**config.mk**
```make
export PLATFORM = sky130hd
export DESIGN_NAME = fp_sub16_seq_flat
export DESIGN_NICKNAME = d
export VERILOG_FILES = /design/src/rtl/fp_sub16_seq_if.sv /design/src/rtl/fp_sub16_seq.sv /design/src/flat_wrapper.sv
export SDC_FILE = /design/constraint.sdc
export NUM_CORES = 1
export LEC_CHECK = 0
export CORE_MARGIN = 3
export CORE_UTILIZATION = 62
export CTS_CLUSTER_SIZE = 16
export DETAILED_ROUTE_END_ITERATION = 6
export PLACE_DENSITY_LB_ADDON = 0.3
export SLEW_MARGIN = 20
export SYNTH_ARGS = -nofsm -noshare
export SYNTH_HDL_FRONTEND = slang
export SYNTH_SLANG_ARGS = --single-unit
```
**constraint.sdc**
```tcl
create_clock -name clk -period 8.2 [get_ports clk]
set_input_delay 0.82 -clock clk [delete_from_list [all_inputs] [get_ports clk]]
set_output_delay 0.82 -clock clk [all_outputs]
set_load 0.01 [all_outputs]
```
**src/rtl/fp_sub16_seq_if.sv**
```systemverilog
// Operand/result handshake bundle for the multicycle fp16 subtractor.
// master drives operands and consumes results; slave is the subtractor.
interface fp_sub16_seq_if #(
    parameter int W = 16
);
    logic         in_valid;
    logic         in_ready;
    logic [W-1:0] a;
    logic [W-1:0] b;
    logic         out_valid;
    logic         out_ready;
    logic [W-1:0] result;
    logic         busy;

    modport master (
        output in_valid, a, b, out_ready,
        input  in_ready, out_valid, result, busy
    );

    modport slave (
        input  in_valid, a, b, out_ready,
        output in_ready, out_valid, result, busy
    );
endinterface

```
**src/rtl/fp_sub16_seq.sv**
```systemverilog
// Multicycle half-precision subtractor (result = a - b), truncating, subnormals flushed.
// Latency: out_valid seen 4 + cnt + k cycles after accept; result held until out_ready.
module fp_sub16_seq #(
    parameter int EXP_W = 5,
    parameter int MAN_W = 10
) (
    input  logic            clk,
    input  logic            reset,
    fp_sub16_seq_if.slave   bus
);
    localparam int W     = 1 + EXP_W + MAN_W;
    localparam int MW    = MAN_W + 2;
    localparam int CNT_W = 4;
    localparam logic [EXP_W-1:0] EXP_MAX = '1;

    typedef enum logic [2:0] {IDLE, ALIGN, ADDSUB, NORM, DONE} state_t;

    state_t              state, state_nx;
    logic                sign_r;
    logic                eff_sub;
    logic [EXP_W-1:0]    exp_r;
    logic [MW-1:0]       big_m;
    logic [MW-1:0]       small_m;
    logic [CNT_W-1:0]    cnt;
    logic                first_norm;
    logic [W-1:0]        res_r;
    logic                out_vld;

    // operand decode; b's sign is flipped so the datapath only ever adds
    logic                a_s, b_s;
    logic [EXP_W-1:0]    a_e, b_e;
    logic [MAN_W-1:0]    a_f, b_f;
    logic [MW-1:0]       a_m, b_m;
    logic                a_big;
    logic [EXP_W-1:0]    exp_diff;
    logic [CNT_W-1:0]    cnt_ld;

    assign a_s      = bus.a[W-1];
    assign b_s      = ~bus.b[W-1];
    assign a_e      = bus.a[W-2 -: EXP_W];
    assign b_e      = bus.b[W-2 -: EXP_W];
    assign a_f      = (a_e == '0) ? '0 : bus.a[MAN_W-1:0];
    assign b_f      = (b_e == '0) ? '0 : bus.b[MAN_W-1:0];
    assign a_m      = {1'b0, (a_e != '0), a_f};
    assign b_m      = {1'b0, (b_e != '0), b_f};
    assign a_big    = {a_e, a_f} >= {b_e, b_f};
    assign exp_diff = a_big ? (a_e - b_e) : (b_e - a_e);
    assign cnt_ld   = (exp_diff > EXP_W'(MAN_W + 1)) ? CNT_W'(MAN_W + 1) : CNT_W'(exp_diff);

    logic                norm_zero, norm_carry, norm_lead, norm_under, norm_next_lead;
    logic [EXP_W:0]      exp_inc;

    assign norm_zero      = (big_m == '0);
    assign norm_carry     = big_m[MW-1];
    assign norm_lead      = big_m[MAN_W];
    assign norm_under     = (exp_r <= EXP_W'(1));
    assign norm_next_lead = big_m[MAN_W-1];
    assign exp_inc        = {1'b0, exp_r} + 1'b1;

    function automatic logic [W-1:0] pack(input logic s, input logic [EXP_W-1:0] e,
                                          input logic [MAN_W-1:0] m);
        if (e == EXP_MAX) return {s, EXP_MAX, {MAN_W{1'b0}}};
        return {s, e, m};
    endfunction

    always_ff @(posedge clk) begin
        if (reset) state <= IDLE;
        else       state <= state_nx;
    end

    always_comb begin
        state_nx = state;
        case (state)
            IDLE:   if (bus.in_valid) state_nx = ALIGN;
            ALIGN:  if (cnt == '0) state_nx = ADDSUB;
            ADDSUB: state_nx = NORM;
            // lookahead: the shift that brings the leading 1 into place also finishes
            NORM: begin
                if (first_norm && (norm_zero || norm_carry)) state_nx = DONE;
                else if (norm_lead || norm_under)            state_nx = DONE;
                else if (norm_next_lead)                     state_nx = DONE;
            end
            DONE:   if (bus.out_ready) state_nx = IDLE;
            default: state_nx = IDLE;
        endcase
    end

    always_ff @(posedge clk) begin
        if (reset) begin
            sign_r     <= 1'b0;
            eff_sub    <= 1'b0;
            exp_r      <= '0;
            big_m      <= '0;
            small_m    <= '0;
            cnt        <= '0;
            first_norm <= 1'b0;
            res_r      <= '0;
            out_vld    <= 1'b0;
        end else begin
            case (state)
                IDLE: if (bus.in_valid) begin
                    sign_r  <= a_big ? a_s : b_s;
                    eff_sub <= a_s ^ b_s;
                    exp_r   <= a_big ? a_e : b_e;
                    big_m   <= a_big ? a_m : b_m;
                    small_m <= a_big ? b_m : a_m;
                    cnt     <= cnt_ld;
                end
                ALIGN: if (cnt != '0) begin
                    small_m <= small_m >> 1;
                    cnt     <= cnt - 1'b1;
                end
                ADDSUB: begin
                    big_m      <= eff_sub ? (big_m - small_m) : (big_m + small_m);
                    first_norm <= 1'b1;
                end
                NORM: begin
                    first_norm <= 1'b0;
                    if (first_norm && norm_zero) begin
                        res_r   <= '0;
                        out_vld <= 1'b1;
                    end else if (first_norm && norm_carry) begin
                        res_r   <= (exp_inc >= {1'b0, EXP_MAX}) ? {sign_r, EXP_MAX, {MAN_W{1'b0}}}
                                 : {sign_r, exp_inc[EXP_W-1:0], big_m[MAN_W:1]};
                        out_vld <= 1'b1;
                    end else if (norm_lead) begin
                        res_r   <= pack(sign_r, exp_r, big_m[MAN_W-1:0]);
                        out_vld <= 1'b1;
                    end else if (norm_under) begin
                        res_r   <= '0;
                        out_vld <= 1'b1;
                    end else begin
                        big_m <= big_m << 1;
                        exp_r <= exp_r - 1'b1;
                        if (norm_next_lead) begin
                            res_r   <= pack(sign_r, exp_r - 1'b1, {big_m[MAN_W-2:0], 1'b0});
                            out_vld <= 1'b1;
                        end
                    end
                end
                DONE: if (bus.out_ready) out_vld <= 1'b0;
                default: ;
            endcase
        end
    end

    assign bus.in_ready  = (state == IDLE);
    assign bus.busy      = (state != IDLE);
    assign bus.out_valid = out_vld;
    assign bus.result    = res_r;
endmodule
```
**src/flat_wrapper.sv**
```systemverilog
// flat-port wrapper written by rule: the top's interface ports become plain ports
module fp_sub16_seq_flat 
#(
    parameter int EXP_W = 5,
    parameter int MAN_W = 10
)
  (clk, reset, bus_in_valid, bus_a, bus_b, bus_out_ready, bus_in_ready, bus_out_valid, bus_result, bus_busy);
  fp_sub16_seq_if bus_i ();
  input  logic clk;
  input  logic reset;
  input wire logic [$bits(bus_i.in_valid)-1:0] bus_in_valid;
  input wire logic [$bits(bus_i.a)-1:0] bus_a;
  input wire logic [$bits(bus_i.b)-1:0] bus_b;
  input wire logic [$bits(bus_i.out_ready)-1:0] bus_out_ready;
  output wire logic [$bits(bus_i.in_ready)-1:0] bus_in_ready;
  output wire logic [$bits(bus_i.out_valid)-1:0] bus_out_valid;
  output wire logic [$bits(bus_i.result)-1:0] bus_result;
  output wire logic [$bits(bus_i.busy)-1:0] bus_busy;
  assign bus_i.in_valid = bus_in_valid;
  assign bus_i.a = bus_a;
  assign bus_i.b = bus_b;
  assign bus_i.out_ready = bus_out_ready;
  assign bus_in_ready = bus_i.in_ready;
  assign bus_out_valid = bus_i.out_valid;
  assign bus_result = bus_i.result;
  assign bus_busy = bus_i.busy;
  fp_sub16_seq #(.EXP_W(EXP_W), .MAN_W(MAN_W)) u_core (.clk(clk), .reset(reset), .bus(bus_i));
endmodule
```
==> results.py <==
metrics = {
    "global_routing": {
        "grt_max_degree": 53,
        "grt_overflow": 0,
        "grt_pass1_wl_microns": 20500,
        "grt_pass1_vias": 4426,
        "antenna_found_initial": 0,
        "grt_use_total_pct": 28.64,
    },
    "job": {
        "drv_cap": 0,
    },
    "synth": {
        "syn-num-nets": 721,
        "synth.distinct_cells": 61,
        "ys_seq_area_share_pct": 23.47,
        "netlist_area_sq_um": 4691,
        "syn_inst": 644,
        "ys_ff_latch": 55,
        "syn_area_per_cell_sq_um": 7.284,
        "synth_top_flop_cell": "dfxtp_1",
        "synth-edff-count": 0,
        "async_flop_share_pct": 0,
        "yosysWarnings": 0,
    },
    "finish": {
        "fillerInstances": 621,
        "syn2layout_area_growth_pct": 13.95,
        "drive_above_1_share_pct": 2.679,
        "mostFrequentLayoutCell": "nand2_1",
        "stdcell_count": 771,
        "nNetsFinal": 748,
        "mostFrequentLayoutCells": "nand2_1 (82), nor2_1 (74), dfxtp_1 (55)",
        "seq_area_sq_um": 1101,
        "diodes": 0,
        "multi_input_area_sq_um": 3282,
        "post-route-util_pct": 73.30,
    },
    "place": {
        "io_buffers": 54,
        "post-place-cells": 763,
        "dp_hpwl_microns": 9498,
        "gp_congestion": 0.9400,
    },
    "power": {
        "switching_share_pct": 47.28,
        "p_int_w": 0.0008919,
        "power_leakage_nw": 2.147,
        "combPwrFrac_pct": 61.7,
        "peakVddDrop_v": 0.0001627,
        "seq_power_share_pct": 25.6,
        "switchingPower_w": 0.0008000,
        "powerDensity_nw_per_um2": 316.5,
        "clkPwrFrac_pct": 12.8,
    },
    "detailed_routing": {
        "wirelength_microns": 12690,
        "ant_nets": 0,
        "num_vias": 4894,
        "routedWlPerCell_microns": 16.46,
        "first_pass_iters": 6,
        "drc": 0,
        "routed_via_density": 6.348,
        "drtIter0Drc": 523,
    },
    "cts": {
        "clk_pin_slew_ps": 100,
        "cts_tree": "done",
        "root_buffer": "clkbuf_8",
        "h-tree-depth": 2,
        "cts_buffers": 5,
        "post_cts_buffers": 0,
        "clock_latency_ps": 320,
        "numClockSinks": 55,
        "clk_path_buf_depth": 2,
        "ctsResizeCount": 0,
        "hold_buffers": 0,
    },
    "sta": {
        "setup_viol": 0,
        "fmax_mhz": 221.8,
        "hold_violations": 0,
        "fin_crit_sh_pct": 54.98,
        "min_period_ps": 4508,
        "slew_violations": 0,
        "worst_pin_slew_ps": 992.0,
        "skew_ps": 5.504,
        "tns_ps": 0,
        "rsz0062_at_grt": "no",
        "relSlewSlack_pct": 33.62,
        "fin_hold_ws_ps": 470.7,
    },
    "floorplan": {
        "io_pins": 55,
        "rows": 31,
        "die_w_microns": 92.98,
        "die_height_microns": 92.98,
        "core_sq_um": 7292,
        "initial_core_util_pct": 64.33,
        "dieArea_sq_um": 8645,
    },
    "status": {
        "status": "complete, no violations",
    },
    "critical_path": {
        "critical_path_buf_inv_count": 3,
        "crit_required_ps": 8420,
        "critPathMaxFanout": 52,
        "worst_path_max_delay_cell": "nand3_1",
        "r2r_cells": 13,
        "critical-path-top-delay-family": "simple AND/OR/NAND/NOR gates",
        "path_cells": "clkdlybuf4s50_1 > nor3_1 > nand3_1 > nand2_1 > inv_1 > ha_1 > nor2b_1 > o21ai_1 > a21oi_1 > o41ai_4 > buf_4 > mux2i_1 > xor2_1 > nor2_1 > a31o_2",
        "path_depth": 15,
        "worstSetupStartpointType": "primary input",
        "slowest_delay_ps": 550,
        "rr_startpoint": "u_core.small_m[0]$_SDFFE_PP0P_",
        "crit_start": "bus_b[13]",
        "crit_arrival_ps": 4730,
        "critPathKind": "in2reg",
        "worstSetupEndpointType": "register",
    },
    "hold_path": {
        "hp-class": "reg2reg",
        "holdPathStages": 2,
        "hp-start": "u_core.bus.result[14]$_SDFFE_PP0P_",
    },
}
==> layout make-up <==
type | count | share of cell area (%)
Tap cell | 99 | 2.317
Clock buffer | 6 | 1.358
Multi-Input combinational cell | 513 | 61.40
Inverter | 40 | 2.809
Clock inverter | 2 | 1.124
Timing Repair Buffer | 56 | 10.39
Sequential cell | 55 | 20.60
==> layer usage <==
layer / wire length, microns / vias up / part of all wire, % / track usage (%)
met5: 0 / - / 0 / 0
met4: 244 / 0 / 1.9 / 8.791
met3: 843 / 26 / 6.6 / 3.057
met2: 6176 / 212 / 49 / 50.03
met1: 5423 / 2279 / 43 / 37.06
li1: - / 2377 / - / -
==> worst register-to-register path, delay by kind of cell, from the launching register on <==
kind	cells	cell delay [ps]
AOI/OAI and AO/OA	4	700
muxes	1	300
adders and majority gates	2	510
and+or+nand+nor	4	1090
DFF	1	470
buffers and inverters	2	150
==> final timing paths <==
kind	end	slack, ps
worst max register to register	u_core.big_m[11]$_SDFFE_PP0P_	4900
worst min register to register	u_core.bus.result[14]$_SDFFE_PP0P_	470
worst max-delay path	u_core.cnt[2]$_SDFFE_PP0P_	3690
worst min-delay path	u_core.bus.result[14]$_SDFFE_PP0P_	470
==> power groups by stage <==
stage	combinational [W]	clock [W]	sequential, W
5_1_grt	0.00115	0.000224	0.000443
3_3_place_gp	0.000965	0	0.000428
4_1_cts	0.00102	0.000215	0.000427
2_1_floorplan	0.000835	0	0.000384
6_report	0.00104	0.000216	0.000433
3_5_place_dp	0.00101	0	0.000433
==> cell usage after synthesis, drive strengths merged, types with 5 or more instances <==
| library cell | number | area share, % |
|---|---|---|
| a21oi | 51 | 5.4 |
| inv | 39 | 3.1 |
| nor2 | 74 | 5.9 |
| xnor2 | 15 | 2.8 |
| nor4 | 6 | 0.80 |
| ha | 38 | 10 |
| and2 | 6 | 0.80 |
| o22ai | 7 | 0.93 |
| a22oi | 22 | 3.5 |
| o21ai | 37 | 4.0 |
| a211oi | 8 | 1.3 |
| xor2 | 8 | 1.5 |
| a21o | 6 | 0.96 |
| nand2 | 82 | 6.6 |
| o31ai | 5 | 0.80 |
| nor3 | 18 | 2.1 |
| a31oi | 6 | 0.80 |
| dfxtp | 55 | 23 |
| nor2b | 6 | 0.80 |
| clkbuf | 27 | 2.2 |
| a32oi | 5 | 0.93 |
| o211ai | 23 | 3.7 |
| buf | 9 | 1.2 |
| nand3 | 15 | 1.6 |
| o2bb2ai | 10 | 1.9 |
| or3 | 5 | 0.67 |
| a221oi | 6 | 1.3 |
| mux2i | 13 | 2.8 |
| nand2b | 5 | 0.67 |
==> cell families after synthesis <==
family | synth area share [%]
AND/OR/NAND/NOR | 22.09
AO/OA/AOI/OAI | 29.15
buffers and inverters | 6.561
flip-flops | 23.47
adder cells (fa/ha/maj) | 11.42
XOR/XNOR | 4.295
multiplexers | 3.014
==> per-stage QoR <==
stage	setup WS [ps]	area [sq um]	total power [W]
2_1_floorplan	4525	4691	0.001219
3_3_place_gp	3570	5213	0.001394
3_5_place_dp	3386	5213	0.001440
4_1_cts	3712	5345	0.001666
5_1_grt	3306	5345	0.001815
6_report	3692	5345	0.001692
==> state kept, by name, indices dropped and copies added, names as in the netlist <==
name and count:
u_core.cnt 4, u_core.small_m 11, u_core.exp_r 5, u_core.big_m 12, u_core.eff_sub 1, u_core.bus.out_valid 1
u_core.bus.result 16, u_core.sign_r 1, u_core.first_norm 1, u_core.state 3
Note: power is estimated with default switching activity, not from simulation.
